`src/rtl/lmi_iram_fetch_ctl.sv`:
```
// lmi_iram_fetch_ctl
//   Instruction-fetch steering stage placed after the LMI IRAM range
//   comparator. Hits are served from the local IRAM (1-cycle synchronous
//   read). Misses go to the external bus over a req/ack handshake. A
//   single in-order response stream is returned to the fetch unit, and
//   the stream can be flushed.
//
// Ports
//   clk, reset              sole clock; synchronous active-high reset
//   fetch_req/addr/gnt      fetch request, byte address, combinational grant
//   fetch_valid/data/err    response stream (err qualified by valid)
//   flush                   drop every accepted fetch not yet returned
//   iram_hit                comparator hit for fetch_addr, same cycle
//   iram_cs/addr/rdata      IRAM read port (rdata valid the cycle after cs)
//   bus_req/addr            registered external read request
//   bus_ack/rdata/err       external read completion
//
// state     | meaning
// ----------+--------------------------------------------------------------
// IDLE      | nothing outstanding; may accept a request
// IRAM_RD   | IRAM data returns this cycle; may accept a request
// BUS_WAIT  | bus read outstanding; the response is still wanted
// BUS_DROP  | bus read outstanding after a flush; the result is discarded
// BUS_RESP  | buffered bus data returns this cycle; may accept a request

module lmi_iram_fetch_ctl #(
  parameter int IRAM_AW = 12
) (
  input  logic               clk,
  input  logic               reset,
  input  logic               fetch_req,
  input  logic [31:0]        fetch_addr,
  output logic               fetch_gnt,
  output logic               fetch_valid,
  output logic [31:0]        fetch_data,
  output logic               fetch_err,
  input  logic               flush,
  input  logic               iram_hit,
  output logic               iram_cs,
  output logic [IRAM_AW-1:0] iram_addr,
  input  logic [31:0]        iram_rdata,
  output logic               bus_req,
  output logic [31:0]        bus_addr,
  input  logic               bus_ack,
  input  logic [31:0]        bus_rdata,
  input  logic               bus_err
);

  typedef enum logic [2:0] {
    IDLE,
    IRAM_RD,
    BUS_WAIT,
    BUS_DROP,
    BUS_RESP
  } state_t;

  state_t      state, state_nxt;
  logic [31:0] rd_buf;
  logic        err_q;
  logic        miss_acc;   // miss granted: launch the bus request
  logic        ack_take;   // ack whose data will be returned
  logic        ack_done;   // any ack that ends the bus transaction

  assign iram_addr = fetch_addr[IRAM_AW+1:2];

  always_comb begin
    state_nxt   = state;
    fetch_gnt   = 1'b0;
    iram_cs     = 1'b0;
    fetch_valid = 1'b0;
    fetch_err   = 1'b0;
    fetch_data  = rd_buf;
    miss_acc    = 1'b0;
    ack_take    = 1'b0;
    ack_done    = 1'b0;

    case (state)
      IDLE, IRAM_RD, BUS_RESP: begin
        fetch_gnt = fetch_req & ~flush;
        if (state == IRAM_RD) begin
          fetch_valid = ~flush;
          fetch_data  = iram_rdata;
        end
        if (state == BUS_RESP) begin
          fetch_valid = ~flush;
          fetch_err   = ~flush & err_q;
        end
        if (fetch_gnt) begin
          if (iram_hit) begin
            iram_cs   = 1'b1;
            state_nxt = IRAM_RD;
          end else begin
            miss_acc  = 1'b1;
            state_nxt = BUS_WAIT;
          end
        end else begin
          state_nxt = IDLE;
        end
      end
      BUS_WAIT: begin
        if (bus_ack) begin
          ack_done = 1'b1;
          if (flush) begin
            state_nxt = IDLE;
          end else begin
            ack_take  = 1'b1;
            state_nxt = BUS_RESP;
          end
        end else if (flush) begin
          // The request stays up; the bus has no way to cancel it.
          state_nxt = BUS_DROP;
        end
      end
      BUS_DROP: begin
        if (bus_ack) begin
          ack_done  = 1'b1;
          state_nxt = IDLE;
        end
      end
      default: state_nxt = IDLE;
    endcase

    if (reset) begin
      state_nxt   = IDLE;
      fetch_gnt   = 1'b0;
      iram_cs     = 1'b0;
      fetch_valid = 1'b0;
      fetch_err   = 1'b0;
      fetch_data  = '0;
      miss_acc    = 1'b0;
      ack_take    = 1'b0;
      ack_done    = 1'b0;
    end
  end

  always_ff @(posedge clk) begin
    if (reset) begin
      state    <= IDLE;
      bus_req  <= 1'b0;
      bus_addr <= '0;
      rd_buf   <= '0;
      err_q    <= 1'b0;
    end else begin
      state <= state_nxt;
      if (miss_acc) begin
        bus_req  <= 1'b1;
        bus_addr <= fetch_addr & 32'hFFFF_FFFC;
      end else if (ack_done) begin
        bus_req  <= 1'b0;
      end
      if (ack_take) begin
        rd_buf <= bus_rdata;
        err_q  <= bus_err;
      end
    end
  end

endmodule

```
`config.mk`:
```
export PLATFORM = sky130hd
export DESIGN_NAME = lmi_iram_fetch_ctl
export DESIGN_NICKNAME = d
export VERILOG_FILES = /design/src/rtl/lmi_iram_fetch_ctl.sv
export SDC_FILE = /design/constraint.sdc
export NUM_CORES = 1
export LEC_CHECK = 0
export CORE_MARGIN = 4
export CORE_UTILIZATION = 45
export CTS_BUF_LIST = sky130_fd_sc_hd__clkbuf_2
export CTS_CLUSTER_DIAMETER = 40
export DETAILED_ROUTE_END_ITERATION = 7
export PLACE_DENSITY = 0.95
export SLEW_MARGIN = 20
export SYNTH_ARGS = -nofsm -noshare
export SYNTH_HDL_FRONTEND = slang
export SYNTH_SLANG_ARGS = --single-unit
```
`constraint.sdc`:
```
create_clock -name clk -period 3.2 [get_ports clk]
set_input_delay 0.8 -clock clk [delete_from_list [all_inputs] [get_ports clk]]
set_output_delay 0.8 -clock clk [all_outputs]
set_load 0.03 [all_outputs]
```
==> Word level (Yosys, flattened, before mapping) <==
Index checks and enable logic that the tools add are counted.
{ "totals": {"ff_bits": 67, "output_inout_bits": 81, "wordCells": 55} }
{ "classes": {"n_eq_ne": 6, "n_mux": 36, "bitwise_logic": 3, "n_reduce_logical": 5} }
{ "op_table": {"columns": ["operator", "count"], "rows": [
  ["$mux 32", 3],
  ["$mux 1", 26],
  ["$mux 3", 5],
  ["$pmux 3 s3", 1],
  ["$eq 3x2->1 const B", 2],
  ["$eq 3x1->1 const B", 1],
  ["$eq 3x3->1 const B", 1],
  ["$logic_not 3->1", 1],
  ["$ne 3x3->1 const B", 1],
  ["$reduce_or 3->1", 1],
  ["$and 1x1->1", 2],
  ["$mux 2", 1],
  ["$ne 2x2->1 const B", 1],
  ["$reduce_and 2->1", 1],
  ["$reduce_bool 2->1", 1],
  ["$reduce_or 2->1", 1],
  ["$not 1->1", 1]
]} }

==> Longest topological paths before layout <==
Gate-level depths: netlist (run 1).
{ "logic_depth": {"depth_word": 6, "mapped_depth": 6, "mapped_depth_nobuf": 3} }

==> Worst setup path after synthesis (run 1) <==
Ideal clock, no wire load.
{ "synth_timing": {"path_type": "input port to output port", "start": "in flush", "end": "out iram_cs", "arrival_time_ns": 2.162, "path_slack_ns": 0.238, "cell_stages": 4, "path_cell_list": "buf_2 or3_1 nor2_1 and2_1"} }
{ "synth_between": {"elab_chain_cells": 5} }
{ "synth_rtl": {"columns": ["item", "line", "rtl"], "rows": [
  ["start: declaration", "37", "input logic flush,"],
  ["$not 1->1", "79", "fetch_gnt = fetch_req & ~flush;"],
  ["$and 1x1->1", "79", null],
  ["$mux 1", "88", "if (fetch_gnt) begin"],
  ["$mux 1", "77", "case (state)"],
  ["$mux 1", "123", "if (reset) begin"],
  ["end: declaration", "39", "output logic iram_cs,"]
]} }
Every way passes these cells.

==> Worst setup path in the final report (run 1) <==
Ends and elaborated chain as after synthesis.

==> results of run 1 <==
==> cell type report <==
cell class              count  area [um^2]  area share [%]
multi-input cells         314         1930            36.3
repair buffers            195         1820            34.3
flip-flops and latches     67         1340            25.3
well taps                 102          128            2.40
clock buffers              10         50.0           0.943
clock inverters             4         43.8           0.825
==> worst min-delay path, delay by kind of cell, from the launching register on <==
family / cells / cell delay (ps)
flip-flops: 1 / 350
AO/OA/AOI/OAI: 2 / 110
==> registers in the layout, summed over array words and instances, names as in the netlist <==
signal and cells:
rd_buf 32, state 3, bus_req 1, err_q 1
bus_addr 30
==> power breakdown <==
group	switching (uW)	internal, uW
clock	274	171
combinational	192	204
sequential	9.58	853
==> metrics by stage <==
stage | util [%] | area, um^2 | hold slack, ps | setup WS (ps)
floorplan | - | 3600 | 449 | 238
global placement | 67.2 | 5220 | 448 | 246
detailed placement | 67.2 | 5220 | 458 | 276
CTS | 68.4 | 5310 | 478 | 22.9
global route | 68.4 | 5310 | 498 | 199
finish | 68.4 | 5310 | 479 | 281
==> cells in the final DEF (no fill, tap or decap) <==
cell type / Yosys / final
clkinv_2: 0 / 2
nor4_1: 1 / 1
xnor2_1: 1 / 1
nand2_1: 66 / 66
and2_1: 1 / 1
a31oi_1: 1 / 1
nand3_1: 30 / 30
buf_4: 14 / 53
conb_1: 1 / 2
clkdlybuf4s50_1: 0 / 142
nor4b_1: 1 / 1
nand2b_1: 66 / 66
or3b_2: 0 / 1
a22oi_1: 1 / 1
o21ai_0: 1 / 1
nor2_1: 5 / 5
nor3_1: 1 / 1
or3_1: 2 / 2
mux2i_1: 33 / 33
o41ai_1: 30 / 30
nand3b_4: 1 / 1
clkbuf_2: 0 / 10
a21oi_1: 63 / 63
nor3b_4: 0 / 1
nor3b_1: 1 / 1
clkinv_1: 0 / 1
nor3_4: 1 / 2
dfxtp_1: 67 / 67
a21boi_2: 0 / 1
a21bo_2: 1 / 1
a21boi_0: 1 / 1
bufinv_16: 0 / 1
==> per-layer routing <==
layer / GRT usage (%) / routed length, um / up-vias
li1: - / - / 1808
met1: 23.7 / 4030 / 1686
met2: 39.9 / 5500 / 169
met3: 5.81 / 857 / 13
met4: 6.39 / 147 / 0
met5: 0 / 0 / -
==> cell families after synthesis <==
logic type | Yosys count | synth area share (%)
multiplexers | 33 | 9.19
AO/OA/AOI/OAI | 99 | 17.3
buffers and inverters | 61 | 9.64
other | 1 | 0.104
flip-flops | 67 | 37.3
XOR/XNOR | 1 | 0.244
AND/OR/NAND/NOR | 179 | 26.2
==> how the worst max path moves through the flow <==
| stage | start | to | slack, ps | depth (start not counted) |
|---|---|---|---|---|
| finish | flush | iram_cs | 280 | 5 |
| global route | state[1] | fetch_data[31] | 200 | 6 |
| CTS | state[0] | fetch_data[31] | 20 | 4 |
| detailed placement | flush | iram_cs | 280 | 5 |
| global placement | flush | iram_cs | 250 | 5 |
| floorplan | flush | iram_cs | 240 | 4 |
==> impl.org, run 1 <==
** Clock network
- In this run the post-CTS setup repair buffer count came out at 0.
- Once the clock tree was built, the resizer swapped 0 gates to a different size.
- TritonCTS created 9 clock buffers.
- TritonCTS clock tree :: yes
- After clock tree synthesis, the clock-pin slew on the worst setup and hold paths is 190 ps.
- Clock root buffer master :: clkbuf_2
- Counting along the longest clock path gives a buffer depth of 2.
- Clock sink count :: 67
- In this run, post-CTS hold repair placed 0 buffers.
- Clk_lat worst skew :: roughly 440 ps
- The H-tree was split into 3 levels.

** Floorplanning
- In this run the horizontal extent of the chip is ~97 um.
- Once the floorplan was initialized, standard cells occupied 46.3% of the core.
- In this run the vertical extent of the chip is 97.4 um.
- DIE AREA :: around 0.0095 mm^2
- IO Pins :: 184
- Placeable core area :: around 0.0078 mm^2
- Row generation in the floorplan step produced 32 rows.

** Power
- In this run the power density over the cells is roughly 320 mW/mm^2.
- IR analysis of the VDD net gives a maximum drop of 0.160 mV.
- The design draws approximately 1700 uW.
- Static leakage :: 0.00184 uW

** Placed design
- The HPWL after detailed placement is between 7000 and 8000 um.
- Number of input and output port buffers inserted :: approximately 180
- Number of placed instances with taps included :: a little under 700
- The congestion estimate from routability-driven global placement came to slightly above 0.8.

** Job
- Count of maximum capacitance violations :: 0

** Yosys
- Most used flip-flop cell after synthesis :: dfxtp_1
- Leading post-synthesis cells by instance count :: 67 x dfxtp_1, 66 x nand2_1, 66 x nand2b_1, 63 x a21oi_1, 33 x mux2i_1
- For this run, the number of Yosys warnings is 0.
- Sequential cells were found to cover 37.3% of the synthesized design area.
- The number of different library cells used by synthesis comes to 32.
- Of the post-synthesis cell area, the dominant cell type holds a little under two fifths.
- Number of flops mapped to enable cells by yosys :: 0
- Most common cell in the synthesized netlist :: dfxtp_1
- In this run, synthesis produced a sequential element count of 67.
- The cell count after synthesis came out at between 400 and 500.
- The cell area that synthesis handed to floorplanning was 0.00360 mm^2.
- Post-synth ARST share :: 0%
- Post-synth top area cell :: dfxtp_1
- Syn_area_per_cell :: ~8.2 um^2
- In the post-synthesis netlist, the biggest area contributors are dfxtp_1 37%, nand2b_1 11%, mux2i_1 9.2%, a21oi_1 8.8%, o41ai_1 7.3%.

** Global routing
- In the global route stage, overall resource usage came out at between 20% and 30%.
- Entering global routing, the biggest net connects 53 pins.
- Initial antenna violation count :: 0
- Via count of the first global-routing pass :: roughly 3700
- GR Overflow Total :: 0
- Wire length of the first global-routing pass :: approximately 17000 um

** Cells and area
- After filler insertion, the fill cell instance count of the layout stands at 619.
- From synthesis to final layout, the design area changed by 47.7%.
- Number of cells in the finished layout apart from fillers :: about 690
- For this run, the post-layout net count is just under 700.
- Of the cells placed in the final design, the portion with a size suffix greater than 1 is between 10% and 20%.
- The number of antenna diodes in the final layout is 0.

** Worst setup path
- Walking the worst path, the cells encountered are clkdlybuf4s50_1, or3_1, nor2_1, and2_1, buf_4.
- Critical R2R Capture :: rd_buf[20]
- Along the worst path, the maximum fanout reaches 3.
- Among cell families on the critical path, the largest total delay comes from simple AND/OR/NAND/NOR gates.
- Reg-to-reg setup timing slack :: approximately 1400 ps
- STA puts the critical path data required time at ~2400 ps.
- The worst setup path is launched from an input port.
- Slowest cell on the critical path :: clkdlybuf4s50_1
- The startpoint identified for the worst register-to-register timing path is state[1].
- For this run, the slowest stage of the critical path takes 440 ps.
- For the worst flop-to-flop path, the logic depth is 5.
- Worst setup EP type :: output pin
- The setup path with the least slack is of type input port to output pin.
- Data on the critical path arrives at its endpoint at about 2100 ps.
- Worst path buffer plus inverter count :: 2

** Hold path
- Along the worst hold path, the cell count comes to 2.
- The worst hold path terminates at bus_addr[28].
- Hold crit path type :: flop to flop
- The worst hold path begins at bus_addr[28].

** Drt
- For this block, the initial DRC count from the detailed router was about 120.
- The final route contains around 3700 vias.
- The pre-antenna-repair detailed-routing pass consisted of 5 iterations.
- Wires add up to around 11000 um.
- After detailed routing, the average wire length per cell comes to between 15 and 20 um.
- In this run the remaining antenna-violating nets after routing total 0.
- Vias per inst :: 5.31
- For this run, design rule violations remaining after detail routing come to 0.

** Timing
- Transition time at the pin with the least slew margin :: between 700 and 800 ps
- Count of pins over their slew limit :: 0
- Between clock sinks in the finished design, the worst skew comes to between 15 and 20 ps.
- Minimum period implied by the final worst setup slack :: a little under 3000 ps
- Final Hold Viols :: 0
- Share of the cycle needed by the critical path after routing :: 91.2%
- After routing, the total negative slack on setup checks comes to 0 ps.
- Based on the critical path, the design can be clocked at up to between 0.3 and 0.4 GHz.
- Worst max-slew margin expressed relative to the limit :: a little over half
- Setup violations remaining at the end of the flow were counted as 0.
- Setup repair after global routing left no endpoint under its margin.

** Outcome
- Run status :: completed
Note: power is estimated with default switching activity, not from simulation.
==> run 2: changes to the inputs <==
CORE_MARGIN = 2   (was 4)
SLEW_MARGIN = 40   (was 20)
==> run 2 against run 1 <==
Compared with the run above: first-iteration DRC count up 110%; total power decreased by 4.9%; flip-flop and latch count unchanged; worst setup slack lost 33 ps; via count is 1.1% higher; non-clock buffer count down 2; sequential share of layout area up 0.066 points; register-to-register slack got worse by 120 ps; die area is 8.0% lower; clock skew is 1.6 ps higher; combinational power about the same; final cell count down 0.29%.
==> impl.org, run 2 (synthesis results as in run 1) <==
** Worst setup path
- The worst setup path is captured at an output pin.
- Arrival time worst endpoint :: ~2200 ps
- Along the worst path, the maximum fanout reaches 3.
- The critical path in this run is classified as input port to output pin.
- For the worst setup path, the data required time is approximately 2400 ps.
- The worst setup path is launched from an input port.

** Cells and area
- Most frequent cells in the layout :: 142 x clkdlybuf4s50_1, 67 x dfxtp_1, 66 x nand2_1, 66 x nand2b_1, 63 x a21oi_1
- Most flop-heavy register :: rd_buf
- Largest register FFs :: 32
- Of the cells placed in the final design, the portion with a size suffix greater than 1 is between 10% and 20%.
- Combined flip-flop and latch cell area :: between 0.001 and 0.0015 mm^2
- In the final layout, the registers with the most flip-flops are rd_buf: 32 flops, bus_addr: 30 flops, state: 3 flops.
- Relative to the synthesized area, the layout overhead comes to 47.3%.
- Leaving out fill and tap cells, the most frequent cell in the layout is clkdlybuf4s50_1.
- Summing all multi-input logic gate instances after layout gives between 0.0015 and 0.002 mm^2.
- Number of inserted filler cells in the final layout :: 583
- Nets :: about 700
- Antenna diode count :: 0

** Drt
- The count of nets left with antenna violations once routing finished came out at 0.
- In the routed layout, each cell is associated on average with a via count of 5.39.
- For this run, design rule violations remaining after detail routing come to 0.
- The first routing iteration left ~250 violations.
- For this run, the detailed router's first-pass iteration total came to 5.
- Dividing the detail-routed wire length by the instance count gives roughly 15 um.
- Wires add up to ~11000 um.
- Count of vias placed by the detailed router :: between 3000 and 4000

** Floorplanning
- IO Pins :: ~180
- After floorplanning, the core was sized to cover a little under 0.008 mm^2.
- Chip height :: between 90 and 100 um
- # rows :: 32
- Once the floorplan was initialized, standard cells occupied a little under half of the core.
- The floorplan step set the die width to 93.4 um.
- The die covers between 0.008 and 0.009 mm^2.

** Timing
- Final setup viols :: 0
- Unrepaired setup endpoints after global routing :: no
- The hold violation total from the final report came to 0.
- Maximum clock skew at final layout :: 21.0 ps
- Share of the cycle needed by the critical path after routing :: slightly above 90%
- Count of pins over their slew limit :: 0
- Worst path setup slack after routing :: 248 ps
- Minimum period implied by the final worst setup slack :: 2950 ps
- Setup TNS :: 0 ps
- Achievable frequency :: roughly 0.34 GHz

** Power
- In this run, flip-flops and latches consume 53.3% of the power.
- Net switching power figure :: 478 uW
- Logic pwr share :: 24.6%
- Cell-internal power :: ~1100 uW
- Power density cells :: between 300 and 400 mW/mm^2
- The clock network is responsible for between 20% and 30% of the overall power.
- After layout, the design draws a total of between 1500 and 2000 uW.
- Of the total power, the share spent switching nets is 29.5%.
- Static leakage :: between 0.0015 and 0.002 uW
- Across the VDD grid, the largest voltage drop is ~0.17 mV.

** Global routing
- The via count of the first global-routing pass is about 3500.
- Initial antenna violation count :: 0
- Pin count of the biggest net entering global routing :: 133
- Wire length of the first global-routing pass :: between 15000 and 20000 um
- Global routing used between 20% and 30% of the available tracks.
- GR Overflow Total :: 0

** Clock network
- At the later pin of the worst-skew pair, clock insertion delay measures ~470 ps.
- The tree built by TritonCTS fans out to 67 sinks.
- The number of clock buffers added by TritonCTS is 9.
- In this run the number of H-tree levels came out at 3.
- TritonCTS built the clock tree.
- Clock root buffer master :: clkbuf_2
- Clock slew at the register clock pins of the worst setup and hold paths :: 170 ps
- The longest clock path from root to sink contains 2 buffers.
- # hold bufs at CTS :: 0

** Placed design
- Routability-driven placement finished with a final weighted congestion of 0.786.
- Detailed placement ended at an HPWL of ~7600 um.
- Before CTS, the worst setup slack after placement is 242 ps.
- Input and output buffers added on the ports amount to ~180.

** Job
- Count of maximum capacitance violations :: 0

** Hold path
- The tightest min-delay check is of the flop to flop type.

** Outcome
- Run status :: completed
## run 2: cell types whose count changed in the layout (fill, tap and decap cells not counted)
| cell | previous run | this run |
|---|---|---|
| buf_12 | 0 | 2 |
| buf_4 | 53 | 49 |
| bufinv_16 | 1 | 0 |
| clkbuf_2 | 10 | 9 |
| clkinv_1 | 1 | 2 |
| clkinv_2 | 2 | 3 |
| or3b_2 | 1 | 0 |
| or3b_4 | 0 | 1 |
## run 2: power by group through the flow
stage	registers (uW)	logic, uW	clock network (uW)
after floorplan	905	176	0
after global placement	880	389	0
after detailed placement	881	397	0
after CTS	864	399	379
after global routing	867	425	424
final	864	398	359
## run 2: path summary, 6_finish.rpt
kind / startpoint / end / slack [ps] / depth (start not counted)
setup / recovery: flush / fetch_err / 250 / 4
hold / removal: bus_addr[10] / bus_addr[10] / 480 / 2
setup reg to reg: state[1] / rd_buf[0] / 1320 / 5
hold reg to reg: bus_addr[10] / bus_addr[10] / 480 / 2
## run 2: through the flow
stage	hold slack [ps]	instance area [um^2]	instances	utilization (%)
6_report	479	5300	690	68.5
5_1_grt	495	5300	690	68.5
2_1_floorplan	449	3600	442	-
4_1_cts	481	5290	690	68.5
3_3_place_gp	449	5230	676	67.6
3_5_place_dp	460	5230	676	67.6
## run 2: per-layer routing
| layer | GRT usage (%) | vias to the layer above | part of all wire [%] |
|---|---|---|---|
| li1 | - | 1802 | - |
| met1 | 29.0 | 1708 | 39 |
| met2 | 41.9 | 182 | 49 |
| met3 | 7.01 | 24 | 9.8 |
| met4 | 9.31 | 0 | 2.0 |
| met5 | 0 | - | 0 |
## run 2: layout make-up
cell class              instances  share of cell area (%)
multi-input cells             314                    36.5
repair buffers                193                    34.5
flip-flops and latches         67                    25.3
well taps                     102                    2.41
clock buffers                   9                   0.850
clock inverters                 5                   0.425
## run 2: repair_timing
action / in CTS / in global routing
gates resized for setup: 0 / 1
endpoints found under the setup margin: 0 / 22
setup buffers: 0 / 0
## run 2: critical path, stage by stage
cell and delay (ps):
clkdlybuf4s50_1 440, or3_1 410, nor3_1 340, buf_12 170
==> run 3: changes to the inputs <==
CORE_UTILIZATION = 41   (was 45)
CTS_CLUSTER_SIZE = 40   (was unset)
PLACE_DENSITY = 0.91   (was 0.95)
clock period = 3.3 ns   (was 3.2 ns; I/O delays follow)
==> run 3 against run 2 <==
Compared with the run above: die area up 9.3%; clock power up 74%; critical path depth up 1; hold slack worse by 2.6 ps; combinational power down 4%; cell area up 2.1%; worst setup slack better by 12 ps; largest power group unchanged.
==> impl.org, run 3 (synthesis results as in run 1) <==
** Worst setup path
- In this run the worst path has a maximum fanout of 3.
- Arrival time worst endpoint :: 2220 ps
- Type of element launching the critical path :: input port
- For the worst setup path, the data required time is 2470 ps.
- The worst setup path is captured at an output pin.
- The worst setup path is of the input port to output pin kind.

** Placed design
- Placed wire-length estimate after detailed placement :: approximately 7300 um
- Instance area at placement :: approximately 0.0052 mm^2
- Routability-driven placement finished with a final weighted congestion of between 0.8 and 0.9.
- The count of buffers added on input and output ports is roughly 180.

** Clock network
- After clock tree synthesis, the clock-pin slew on the worst setup and hold paths is 180 ps.
- The clock drives 67 sinks.
- The later pin in the worst-skew pair is clocked with a latency of slightly below 500 ps.
- TritonCTS built the clock tree.
- H-tree Lvls :: 3
- Clock root buffer master :: clkbuf_2
- After clock tree synthesis, the setup repair step added 0 buffers.
- Number of CTS-inserted buffers :: 9
- Maximum root-to-sink buffer count :: 2

** Floorplanning
- The die covers between 0.009 and 0.01 mm^2.
- The initial utilization of the core area, before any placement, comes to around two fifths.
- IO Pins :: roughly 180
- In this run the core area contains 34 standard-cell rows.
- Chip height :: between 90 and 100 um
- Chip Width :: ~98 um
- Placeable core area :: roughly 0.0086 mm^2

** Timing
- Static timing analysis puts the maximum clock frequency at between 0.3 and 0.4 GHz.
- Maximum clock skew at final layout :: 30.7 ps
- The routed design could run at a clock period as short as between 3000 and 4000 ps.
- Setup TNS :: 0 ps
- For the pin with the worst max-slew slack, the measured transition is around 700 ps.
- Share of the cycle needed by the critical path after routing :: between 90% and 100%
- Unrepaired setup endpoints after global routing :: no
- The final count of pins violating max slew was 0.
- Setup violations remaining at the end of the flow were counted as 0.
- Final Hold Viols :: 0
- In this run the tightest slew margin relative to its limit is a little over half.

** Power
- Summed over all cells, the static leakage comes to ~0.0019 uW.
- Power spread over the standard cell area amounts to 342 mW/mm^2.
- Post-route total power :: 1850 uW
- Peak supply drop :: roughly 0.19 mV

** Outcome
- The run finished with clean final reports.

** Global routing
- Initial antenna violation count :: 0
- Met1 usage :: between 20% and 30%
- GR Overflow Total :: 0
- The via count of the first global-routing pass is ~3500.
- Pin count of the biggest net entering global routing :: 93
- For this run, global-route usage on met3 was measured as roughly 4.4%.
- Wire length of the first global-routing pass :: 16400 um
- Total Routing Usage GR :: 20.6%
- Global routing consumed, on the met2 layer, a little over a third of the routing resources.
- Most congested layer reported by global routing :: met2

** Drt
- DRC violation total after the first TritonRoute iteration :: 96
- DRT antenna net count :: 0
- Detailed-route wire length :: between 10000 and 15000 um
- Post-route DRC :: 0
- Count of vias placed by the detailed router :: 3730
- Using the TritonRoute via totals, the vias-per-cell ratio works out to 5.34.
- The pre-antenna-repair detailed-routing pass consisted of 4 iterations.
- Wire length per cell :: 14.7 um

** Job
- The tool flagged a number of max-cap violations equal to 0.

** Cells and area
- The library cells used most frequently in the layout, excluding fill and tap cells, are 142 x clkdlybuf4s50_1, 67 x dfxtp_1, 66 x nand2_1, 66 x nand2b_1, 63 x a21oi_1.
- Most flop-heavy register :: rd_buf
- Nets :: 689
- Antenna diode count :: 0
- Post-route cell area :: ~0.0054 mm^2
- Cells with a size suffix above 1 make up about an eighth of the layout.
- Regs by FF count :: rd_buf: 32 flops, bus_addr: 30 flops, state: 3 flops
- Layout-stage area growth over the synthesis result :: 50.3%
- Leading cell type in the layout, fill and taps excluded :: clkdlybuf4s50_1
- Largest register FFs :: 32

** Hold path
- In this run the worst hold path is classified as flop to flop.
==> run 3: path summary, 6_finish.rpt <==
kind,start,to,cells past startpoint,slack [ps]
worst min-delay path,bus_addr[22],bus_addr[22],2,480
worst min register to register,bus_addr[22],bus_addr[22],2,480
worst max-delay path,flush,iram_cs,5,260
worst max register to register,state[1],bus_addr[2],5,1510
==> run 3: critical path: stages <==
cell,delay [ps]
clkdlybuf4s50_1,420
or3_1,420
nor2_1,190
and2_1,180
buf_4,170
==> run 3: stage by stage <==
stage	hold slack, ps	instances	setup slack, ps	utilization [%]
after global placement	448	683	285	61.0
after detailed placement	453	683	262	61.0
after global routing	494	699	153	62.9
after floorplan	449	442	288	-
final	476	699	260	62.9
after CTS	474	699	26.2	62.9
==> run 3: what timing repair did <==
action,in CTS,in global routing
resized for setup,0,1
hold buffers,0,0
endpoints found under the setup margin,0,32
==> run 3: report_power, final <==
part / internal [uW] / switching [uW]
registers: 828 / 11.3
logic: 198 / 186
clock network: 326 / 301
total: 1350 / 497
==> run 3: final cells by class <==
type	count	area, um^2
Fill cell	719	3190
Multi-Input combinational cell	314	1930
Timing Repair Buffer	194	1840
Sequential cell	67	1340
Tap cell	108	135
Clock inverter	7	116
Clock buffer	9	45.0
==> run 3: per-layer routing <==
layer  share of wire, %  vias up
li1                   -     1801
met1                 40     1730
met2                 50      174
met3                7.4       25
met4                2.9        0
met5                  0        -
